## src/rtl/pc_select_stage.sv

```systemverilog
// pc_select_stage
//   Program-counter select stage. It issues a registered PC to a downstream
//   consumer over a valid/ready handshake. The next PC is either pc+4, taken
//   when a transfer completes, or a redirect target, loaded whenever a
//   redirect is requested. A misaligned redirect target parks the block in a
//   sticky error state that only reset can clear.
//
// Ports
//   clk       : clock; all state updates on the rising edge
//   rst_n     : asynchronous active-low reset
//   sel       : 0 = advance to pc+4 on a transfer, 1 = redirect to target
//   target    : redirect address, sampled only when sel=1 in RUN
//   out_ready : downstream accepts pc this cycle
//   out_valid : pc is valid for downstream
//   pc        : current program counter (registered)
//   err       : sticky misaligned-redirect flag
//   xfer_cnt  : count of completed transfers, wraps at 2^CNT_W
module pc_select_stage #(
  parameter logic [31:0] RESET_PC = 32'h0000_0000,
  parameter int          CNT_W    = 16
) (
  input  logic             clk,
  input  logic             rst_n,
  input  logic             sel,
  input  logic [31:0]      target,
  input  logic             out_ready,
  output logic             out_valid,
  output logic [31:0]      pc,
  output logic             err,
  output logic [CNT_W-1:0] xfer_cnt
);

  typedef enum logic [1:0] {
    S_IDLE = 2'b00,
    S_RUN  = 2'b01,
    S_ERR  = 2'b10
  } state_e;

  state_e             state_q, state_d;
  logic [31:0]        pc_q, pc_d;
  logic               valid_q, valid_d;
  logic               err_q, err_d;
  logic [CNT_W-1:0]   cnt_q, cnt_d;
  logic               xfer;
  logic               redir_ok;

  assign xfer     = (state_q == S_RUN) && valid_q && out_ready;
  assign redir_ok = (target[1:0] == 2'b00);

  // State register
  always_ff @(posedge clk or negedge rst_n) begin
    if (!rst_n) state_q <= S_IDLE;
    else        state_q <= state_d;
  end

  // Next-state logic
  always_comb begin
    state_d = state_q;
    case (state_q)
      S_IDLE:  state_d = S_RUN;
      S_RUN:   if (sel && !redir_ok) state_d = S_ERR;
      S_ERR:   state_d = S_ERR;
      default: state_d = S_IDLE;
    endcase
  end

  // Output / datapath next values. All outputs come from the _q flops below,
  // so nothing in here reaches a port combinationally.
  always_comb begin
    pc_d    = pc_q;
    valid_d = valid_q;
    err_d   = err_q;
    cnt_d   = cnt_q;
    case (state_q)
      S_IDLE: begin
        pc_d    = RESET_PC;
        valid_d = 1'b1;
      end
      S_RUN: begin
        // The handshake completes on this edge whatever sel says, so the
        // old pc is counted even when a redirect replaces it.
        if (xfer) cnt_d = cnt_q + CNT_W'(1);
        if (sel) begin
          if (redir_ok) begin
            pc_d = target;
          end else begin
            valid_d = 1'b0;
            err_d   = 1'b1;
          end
        end else if (xfer) begin
          pc_d = pc_q + 32'd4;
        end
      end
      S_ERR: begin
        valid_d = 1'b0;
        err_d   = 1'b1;
      end
      default: valid_d = 1'b0;
    endcase
  end

  always_ff @(posedge clk or negedge rst_n) begin
    if (!rst_n) begin
      pc_q    <= RESET_PC;
      valid_q <= 1'b0;
      err_q   <= 1'b0;
      cnt_q   <= '0;
    end else begin
      pc_q    <= pc_d;
      valid_q <= valid_d;
      err_q   <= err_d;
      cnt_q   <= cnt_d;
    end
  end

  assign out_valid = valid_q;
  assign pc        = pc_q;
  assign err       = err_q;
  assign xfer_cnt  = cnt_q;

endmodule
```

## config.mk

```make
export PLATFORM = sky130hd
export DESIGN_NAME = pc_select_stage
export DESIGN_NICKNAME = d
export VERILOG_FILES = /design/src/rtl/pc_select_stage.sv
export SDC_FILE = /design/constraint.sdc
export NUM_CORES = 1
export LEC_CHECK = 0
export CAP_MARGIN = 20
export CORE_MARGIN = 3
export CORE_UTILIZATION = 40
export DETAILED_ROUTE_END_ITERATION = 6
export PLACE_DENSITY_LB_ADDON = 0.08
export RECOVER_POWER = 25
export SLEW_MARGIN = 20
export SYNTH_ARGS = -nofsm -noshare
export SYNTH_HDL_FRONTEND = slang
export SYNTH_SLANG_ARGS = --single-unit
```

## constraint.sdc

```tcl
create_clock -name clk -period 1.75 [get_ports clk]
set_input_delay 0.175 -clock clk [delete_from_list [all_inputs] [get_ports clk]]
set_output_delay 0.175 -clock clk [all_outputs]
set_load 0.01 [all_outputs]
```

== Word-level counts from Yosys, hierarchy flattened ==
Index checks and enable logic that the tools add are counted.

* Bits in registers: 52
* Word-level logic and storage cells: 38
* Output and inout port bits: 50

* Equality and inequality tests: 7
* Muxes and demuxes: 12
* $add $sub $neg: 2
* Reduce and logical (&&, ||, !) cells: 12

{| class="wikitable"
|+ Operators with widths
! cell !! count
|-
| $mux 32 || 3
|-
| $pmux 32 s2 || 1
|-
| $add 32x3->32 const B || 1
|-
| $add 16x1->16 const B || 1
|-
| $ne 3x3->1 const B || 2
|-
| $pmux 2 s3 || 1
|-
| $reduce_and 3->1 || 2
|-
| $logic_not 2->1 || 2
|-
| $mux 1 || 4
|-
| $ne 2x2->1 const B || 2
|-
| $pmux 1 s2 || 2
|-
| $reduce_and 2->1 || 2
|-
| $reduce_bool 2->1 || 2
|-
| $logic_and 1x1->1 || 3
|-
| $eq 2x1->1 const B || 1
|-
| $eq 2x2->1 const B || 1
|-
| $mux 2 || 1
|-
| $ne 2x1->1 const B || 1
|-
| $logic_not 1->1 || 1
|}

== Logic depth before layout (Yosys ltp) ==
Gate-level depths: netlist of the first run.

* Word-level depth: 6
* Mapped depth: 8
* Mapped depth without buffers: 7

== Worst setup path before layout of the first run ==
OpenSTA, ideal clock, no wires.

* Path kind: register to register
* From: register pc_q[2] (netlist: pc[2])
* To: register pc_q[18] (netlist: pc[18])
* Data required time: 1.624 ns
* Setup slack: -0.084 ns
* Arrival: 1.708 ns
* Path buffers: 0
* Stages on the path, launching flop included: 7
* Setup time: 0.126 ns
* Cell sequence: dfrtp_1 -> ha_1 -> nand3_1 -> nor3_4 -> and3_1 -> o21ai_0 -> a221o_1

* Longest elaborated chain between the ends: 4

{| class="wikitable"
|+ RTL lines
! what !! RTL line !! RTL
|-
| start: declaration || 40 || <nowiki>logic [31:0] pc_q, pc_d;</nowiki>
|-
| start signal: assignment || 109 || <nowiki>pc_q <= pc_d;</nowiki>
|-
| $add 32x3->32 || 91 || <nowiki>pc_d = pc_q + 32'd4;</nowiki>
|-
| $mux 32 || 90 || <nowiki>end else if (xfer) begin</nowiki>
|-
| $mux 32 || 83 || <nowiki>if (sel) begin</nowiki>
|-
| $pmux 32 s2 || 74 || <nowiki>case (state_q)</nowiki>
|}

No other way between the ends. The select of a mux whose other input is x is not followed.
A chain may end at the register's enable or synchronous reset.

== Worst setup path after layout of the first run ==
* From: register pc_q[10] (netlist: pc[10])
* To: register pc_q[29] (netlist: pc[29])

Same word-level chain as after synthesis.

==> metrics.txt, run 1 <==
cell with the most instances after synthesis dfrtp_1; CTS clock-pin slew for the worst setup and hold paths 0.09 ns; Slew HR 21.50%; HP Class in2reg; Total Die Area 8526 um2; Layout Cells excl Fill 569; Hold Vio Cnt, Final 0; Synth Flop Type dfrtp_1; total gr overflow 0; fraction of layout cells with a size suffix above 1 23.68%; status finished, final reports clean; clk_lat worst skew 0.31 ns; Syn Inst Count 324; Ports 86; H-tree depth 2; diode count 0; die width 92.34 um; routed vias 3,071; first-pass GRT wire length 14.81 mm; placed cells 549; DRC marker count from the first detailed-route iteration 180; Final period util 99.35%; Critical-path top delay cell dfrtp_2; Mapped Nets 365; post-synthesis sequential area ratio 43.64%; worst r2r path cells 5; Pwr Density 1008 nW/um2; Row Count 30; total track usage 21.42%; critical path depth in cells 5; post-layout minimum cycle time 1.739 ns; crit path capture type flip-flop; CP max stage delay 0.47 ns; RSZ-0062 raised after global routing true; top cells by count, synth dfrtp_1 (52), nand2_1 (36), o21ai_0 (33); area growth from synthesis to layout 54.09%; vias in the first global route 2,955; initial core utilization 42.48%; Die H 92.34 um; max cap viols 0; DRT Pass-1 Iters 4; CP max FO 4; hold path depth 3; Final Slew Violations 0; initial antenna violation count 0; Leakage 2.011 nW; largest cells by area after synthesis dfrtp_1 (44%), o21ai_0 (5.5%), nand2_1 (4.5%); arrival time of the worst setup path 1.99 ns; RePlAce Congestion 0.8488; Setup CP Type reg2reg; f_max 0.5751 GHz; Worst Skew 0.009362 ns; cts bufs inserted 5; DR vias/cell 5.397; Required @ worst endpoint 2.00 ns; CTS Buffer Depth 2; Synth top area share 43.64%; Yosys reg bits 52; I/O Buffers 85; Ys Warns 0; largest net degree at the start of global routing 53; CTS tree done; Synth area leader dfrtp_1; Routed Antenna Nets 0; delay-heaviest family, CP simple AND/OR/NAND/NOR gates; ys async rst share 100.0%; Slew @ Worst Pin 1.177 ns; Crit path buffers/inverters 0; Filler Cell Count 593; crit start category flip-flop; drt wl/cell 15.78 um; endpoints failing setup 0; Sink Count 52; final net count 514; clk root buf clkbuf_8; DP HPWL 6.548 mm; number of distinct library cells after synthesis 50; DR DRC count 0; Design Power 4.630 mW; Avg Cell Area, Syn 9.203 um2; crit-path cells nand4_4 > nor4_4 > nand3_2 > or4_4 > nand3_1; drt total wl 8.979 mm; Placeable Area 7019 um2; Mapped Area 2982 um2; Post-synth EDFFs 0; maximum VDD drop 741.2 uV
[path summary, 6_finish.rpt]
| check | start | to | slack (ns) |
|---|---|---|---|
| worst max-delay path | pc[10] | pc[29] | 0.01 |
| worst max register to register | pc[10] | pc[29] | 0.01 |
| max in group asynchronous | rst_n | pc[2] | 0.22 |
| worst min register to register | xfer_cnt[15] | xfer_cnt[15] | 0.47 |
| worst min-delay path | target[15] | pc[15] | 0.44 |
| min in group asynchronous | rst_n | pc[23] | 0.73 |
[cell families after synthesis]
logic type,after synthesis,synth area share (%)
buf+inv,21,3.609
fa+ha+maj,5,2.098
xor+xnor,15,4.406
mux,2,0.7553
compound gates,84,17.58
flops,52,43.64
simple gates,145,27.91
[repair_timing]
item / CTS / global route
resized for setup: 10 / 21
pin swaps: 5 / 8
setup buffers: 4 / 8
endpoints found under the hold margin: 52 / 0
setup endpoints to repair: 10 / 31
hold buffers: 1 / 0
[where the power goes]
| part | internal (mW) | switching [mW] | total (mW) |
|---|---|---|---|
| sequential | 1.45 | 0.280 | 1.73 |
| combinational | 1.18 | 1.07 | 2.24 |
| clock | 0.273 | 0.387 | 0.660 |
| total | 2.90 | 1.73 | 4.63 |
[state kept, by name, summed over array words and instances, names as in the netlist]
signal     flops
err            1
out_valid      1
pc            32
state_q        2
xfer_cnt      16
[per-layer routing]
layer,GRT usage [%],wire length (um)
met5,0,0
met1,30.07,4131
met3,3.656,470
met4,5.817,111
met2,34.20,4266
[worst register-to-register path, cell delays in order (launching register included)]
cell	delay [ns]
dfrtp_2	0.47
nand4_4	0.15
nor4_4	0.37
nand3_2	0.17
or4_4	0.43
nand3_1	0.09
[cells in the final DEF, fill, tap and decap left out, drive strengths merged, types with 2 or more instances in the layout]
cell type and count:
a21boi 3, a21oi 16, a22oi 6, a32oi 5, a41oi 2, and2 5
and3 12, and4 3, buf 70, clkbuf 6, clkdlybuf4s50 84, dfrtp 52
ha 5, inv 8, mux2 2, nand2 37, nand2b 3, nand3 16
nand4 16, nand4b 2, nor2 28, nor3 7, nor3b 3, nor4 6
o211ai 5, o21ai 35, o22ai 2, o2bb2ai 2, o31a 2, or3 4
xnor2 9, xor2 6
[layout make-up]
| cell class | count | area [um2] | area share, % |
|---|---|---|---|
| clock buffer | 6 | 72.57 | 1.580 |
| timing repair buffer | 155 | 1391 | 30.28 |
| multi-input combinational | 251 | 1670 | 36.36 |
| sequential | 52 | 1305 | 28.40 |
| inverter | 8 | 30.03 | 0.6536 |
| clock inverter | 1 | 5.005 | 0.1089 |
| tap | 96 | 120.1 | 2.614 |
[through the flow]
stage	hold WS (ns)	utilization [%]	TNS [ns]	instance area (um2)	worst slack (ns)
final	0.4354	65.45	0	4594	0.01130
after global routing	0.4594	65.45	-0.1094	4594	-0.03199
after CTS	0.4007	63.99	-0.03142	4492	-0.03142
after detailed placement	0.1955	61.66	-0.3174	4328	-0.03899
after global placement	0.1947	61.66	-0.1050	4328	-0.04987
after floorplan	-0.1206	-	0	2987	0.006795
No activity file was read; power rests on OpenSTA's default activity.
==> inputs of run 2 (changes only) <==
--- a/config.mk
+++ b/config.mk
@@ -11,7 +11,6 @@
 export DETAILED_ROUTE_END_ITERATION = 6
 export PLACE_DENSITY_LB_ADDON = 0.08
 export RECOVER_POWER = 25
-export SLEW_MARGIN = 20
 export SYNTH_ARGS = -nofsm -noshare
 export SYNTH_HDL_FRONTEND = slang
 export SYNTH_SLANG_ARGS = --single-unit
==> constraint.sdc (replaced) <==
create_clock -name clk -period 1.6 [get_ports clk]
set_input_delay 0.16 -clock clk [delete_from_list [all_inputs] [get_ports clk]]
set_output_delay 0.16 -clock clk [all_outputs]
set_load 0.01 [all_outputs]
==> metrics.txt, run 2 (synthesized netlist as in run 1, its figures left out) <==
status finished with violations; failing checks negative setup slack; Routed Antenna Nets 0 (unchanged); DRC marker count from the first detailed-route iteration 188 (+4.4%); maximum VDD drop 1153 uV (+56%); DRT Pass-1 Iters 4 (unchanged); cts bufs inserted 5 (unchanged); Slew @ Worst Pin 0.7349 ns (-0.4426 ns); drt total wl 9.351 mm (+4.1%); CTS Buffer Depth 2 (unchanged); Largest register FFs 32 (unchanged); crit path capture type flip-flop; Hold Slack 0.4257 ns (-0.009713 ns); Pwr Density 1116 nW/um2 (+11%); arrival time of the worst setup path 1.84 ns (-0.15 ns); crit start category flip-flop; die width 92.34 um (unchanged); Leakage 2.199 nW (+9.4%); final net count 523 (+1.8%); Total Die Area 8526 um2 (unchanged); Worst Skew 0.006266 ns (-0.003096 ns); Final period util 102.8% (+3.4 points); clk_lat worst skew 0.31 ns (about the same); vias in the first global route 3,211 (+8.7%); Die H 92.34 um (unchanged); Placeable Area 7019 um2 (unchanged); Filler Cell Count 597 (+0.67%); Final Slew Violations 0 (unchanged); Required @ worst endpoint 1.80 ns (-0.20 ns); endpoints failing setup 17 (+17); placed cells 559 (+1.8%); diode count 0 (unchanged); fraction of layout cells with a size suffix above 1 29.81% (+6.1 points); post-layout minimum cycle time 1.645 ns (-0.09410 ns); HP Class in2reg; RSZ-0062 raised after global routing true; H-tree depth 2 (unchanged); total gr overflow 0 (unchanged); CP max FO 3 (-1); drt wl/cell 16.15 um (+2.3%); most frequent cells in the layout clkdlybuf4s50_1 (78), buf_4 (70), dfrtp_1 (45), nand2_1 (28), nor2_1 (25); Row Count 30 (unchanged); CTS tree done; Ports 86 (unchanged); max cap viols 0 (unchanged); largest net degree at the start of global routing 53 (unchanged); most common cell after layout, fill and taps aside clkdlybuf4s50_1; area growth from synthesis to layout 62.32%; Setup CP Type reg2reg; Sink Count 52 (unchanged); first-pass GRT wire length 15.57 mm (+5.1%); CTS clock-pin slew for the worst setup and hold paths 0.09 ns (about the same); routed vias 3,143 (+2.3%); DR vias/cell 5.428 (+0.58%); RePlAce Congestion 0.8616 (+1.5%); DP HPWL 6.581 mm (+0.51%); initial core utilization 42.48% (unchanged); Layout Cells excl Fill 579 (+1.8%); I/O Buffers 85 (unchanged); clk root buf clkbuf_8; total track usage 22.40% (+0.97 points); initial antenna violation count 0 (unchanged); worst setup margin -0.04460 ns (-0.05590 ns); Hold Vio Cnt, Final 0 (unchanged); f_max 0.6081 GHz (+5.7%); DR DRC count 0 (unchanged); Slew HR 51.01% (+30 points)
==> run 2: changes by cell type in the layout (fill, tap and decap cells not counted), moves of 5 or more <==
| cell | before | now |
|---|---|---|
| clkdlybuf4s50_1 | 84 | 78 |
| nand2_1 | 34 | 28 |
| o21ai_0 | 28 | 19 |
| o21ai_1 | 7 | 14 |
| buf_4 | 65 | 70 |
==> run 2: final cells by class <==
cell class / count / area [um2] / share of cell area (%)
Multi-Input combinational cell: 251 / 1788 / 36.94
Sequential cell: 52 / 1310 / 27.07
Timing Repair Buffer: 164 / 1484 / 30.66
Clock buffer: 6 / 72.57 / 1.499
Tap cell: 96 / 120.1 / 2.482
Clock inverter: 2 / 35.03 / 0.7239
Inverter: 8 / 30.03 / 0.6205
==> run 2: layer usage <==
| layer | part of all wire, % | up-vias | track usage [%] |
|---|---|---|---|
| met5 | 0 | - | 0 |
| met2 | 50 | 83 | 37.16 |
| met3 | 4.8 | 9 | 4.712 |
| li1 | - | 1506 | - |
| met4 | 0.93 | 0 | 6.807 |
| met1 | 44 | 1545 | 29.36 |
==> run 2: final timing paths <==
kind / slack, ns / start / cells after the start / endpoint
max: -0.04 / pc[10] / 6 / pc[18]
min: 0.43 / target[25] / 3 / pc[25]
max reg2reg: -0.04 / pc[10] / 6 / pc[18]
min reg2reg: 0.48 / err / 1 / err
max in group asynchronous: 0.53 / rst_n / 3 / pc[2]
min in group asynchronous: 0.56 / rst_n / 3 / pc[11]
==> run 2: through the flow <==
step                setup TNS (ns)  setup slack (ns)  util [%]  total power, mW  area, um2
floorplan                 -0.03817          -0.03817         -            2.921       3045
global placement            -3.072           -0.1412     63.53            4.199       4459
detailed placement          -4.648           -0.1965     63.53            4.260       4459
CTS                        -0.1624          -0.05473     67.29            5.318       4723
global route                -3.401           -0.1374     68.95            5.729       4840
finish                     -0.2524          -0.04460     68.95            5.402       4840
==> run 2: power breakdown <==
group	internal, mW	total [mW]	switching [mW]
combinational	1.34	2.59	1.25
clock	0.465	0.918	0.453
sequential	1.59	1.90	0.310
total	3.39	5.40	2.01
==> run 2: critical path, cell delays in order, from the launching register on <==
cell and delay, ns:
dfrtp_2 0.42, nand3_2 0.12, buf_4 0.17, nor3_4 0.20
and3_4 0.24, o21ai_0 0.08, a221o_1 0.30
==> run 2: what timing repair did <==
action                                  4_1_cts  5_1_grt
hold endpoints to repair                     52        0
buffers inserted                              6        5
pin swaps                                    13       18
endpoints found under the setup margin       43       47
hold buffers                                  1        0
gates resized for setup                      36       29
gates cloned                                  1        0
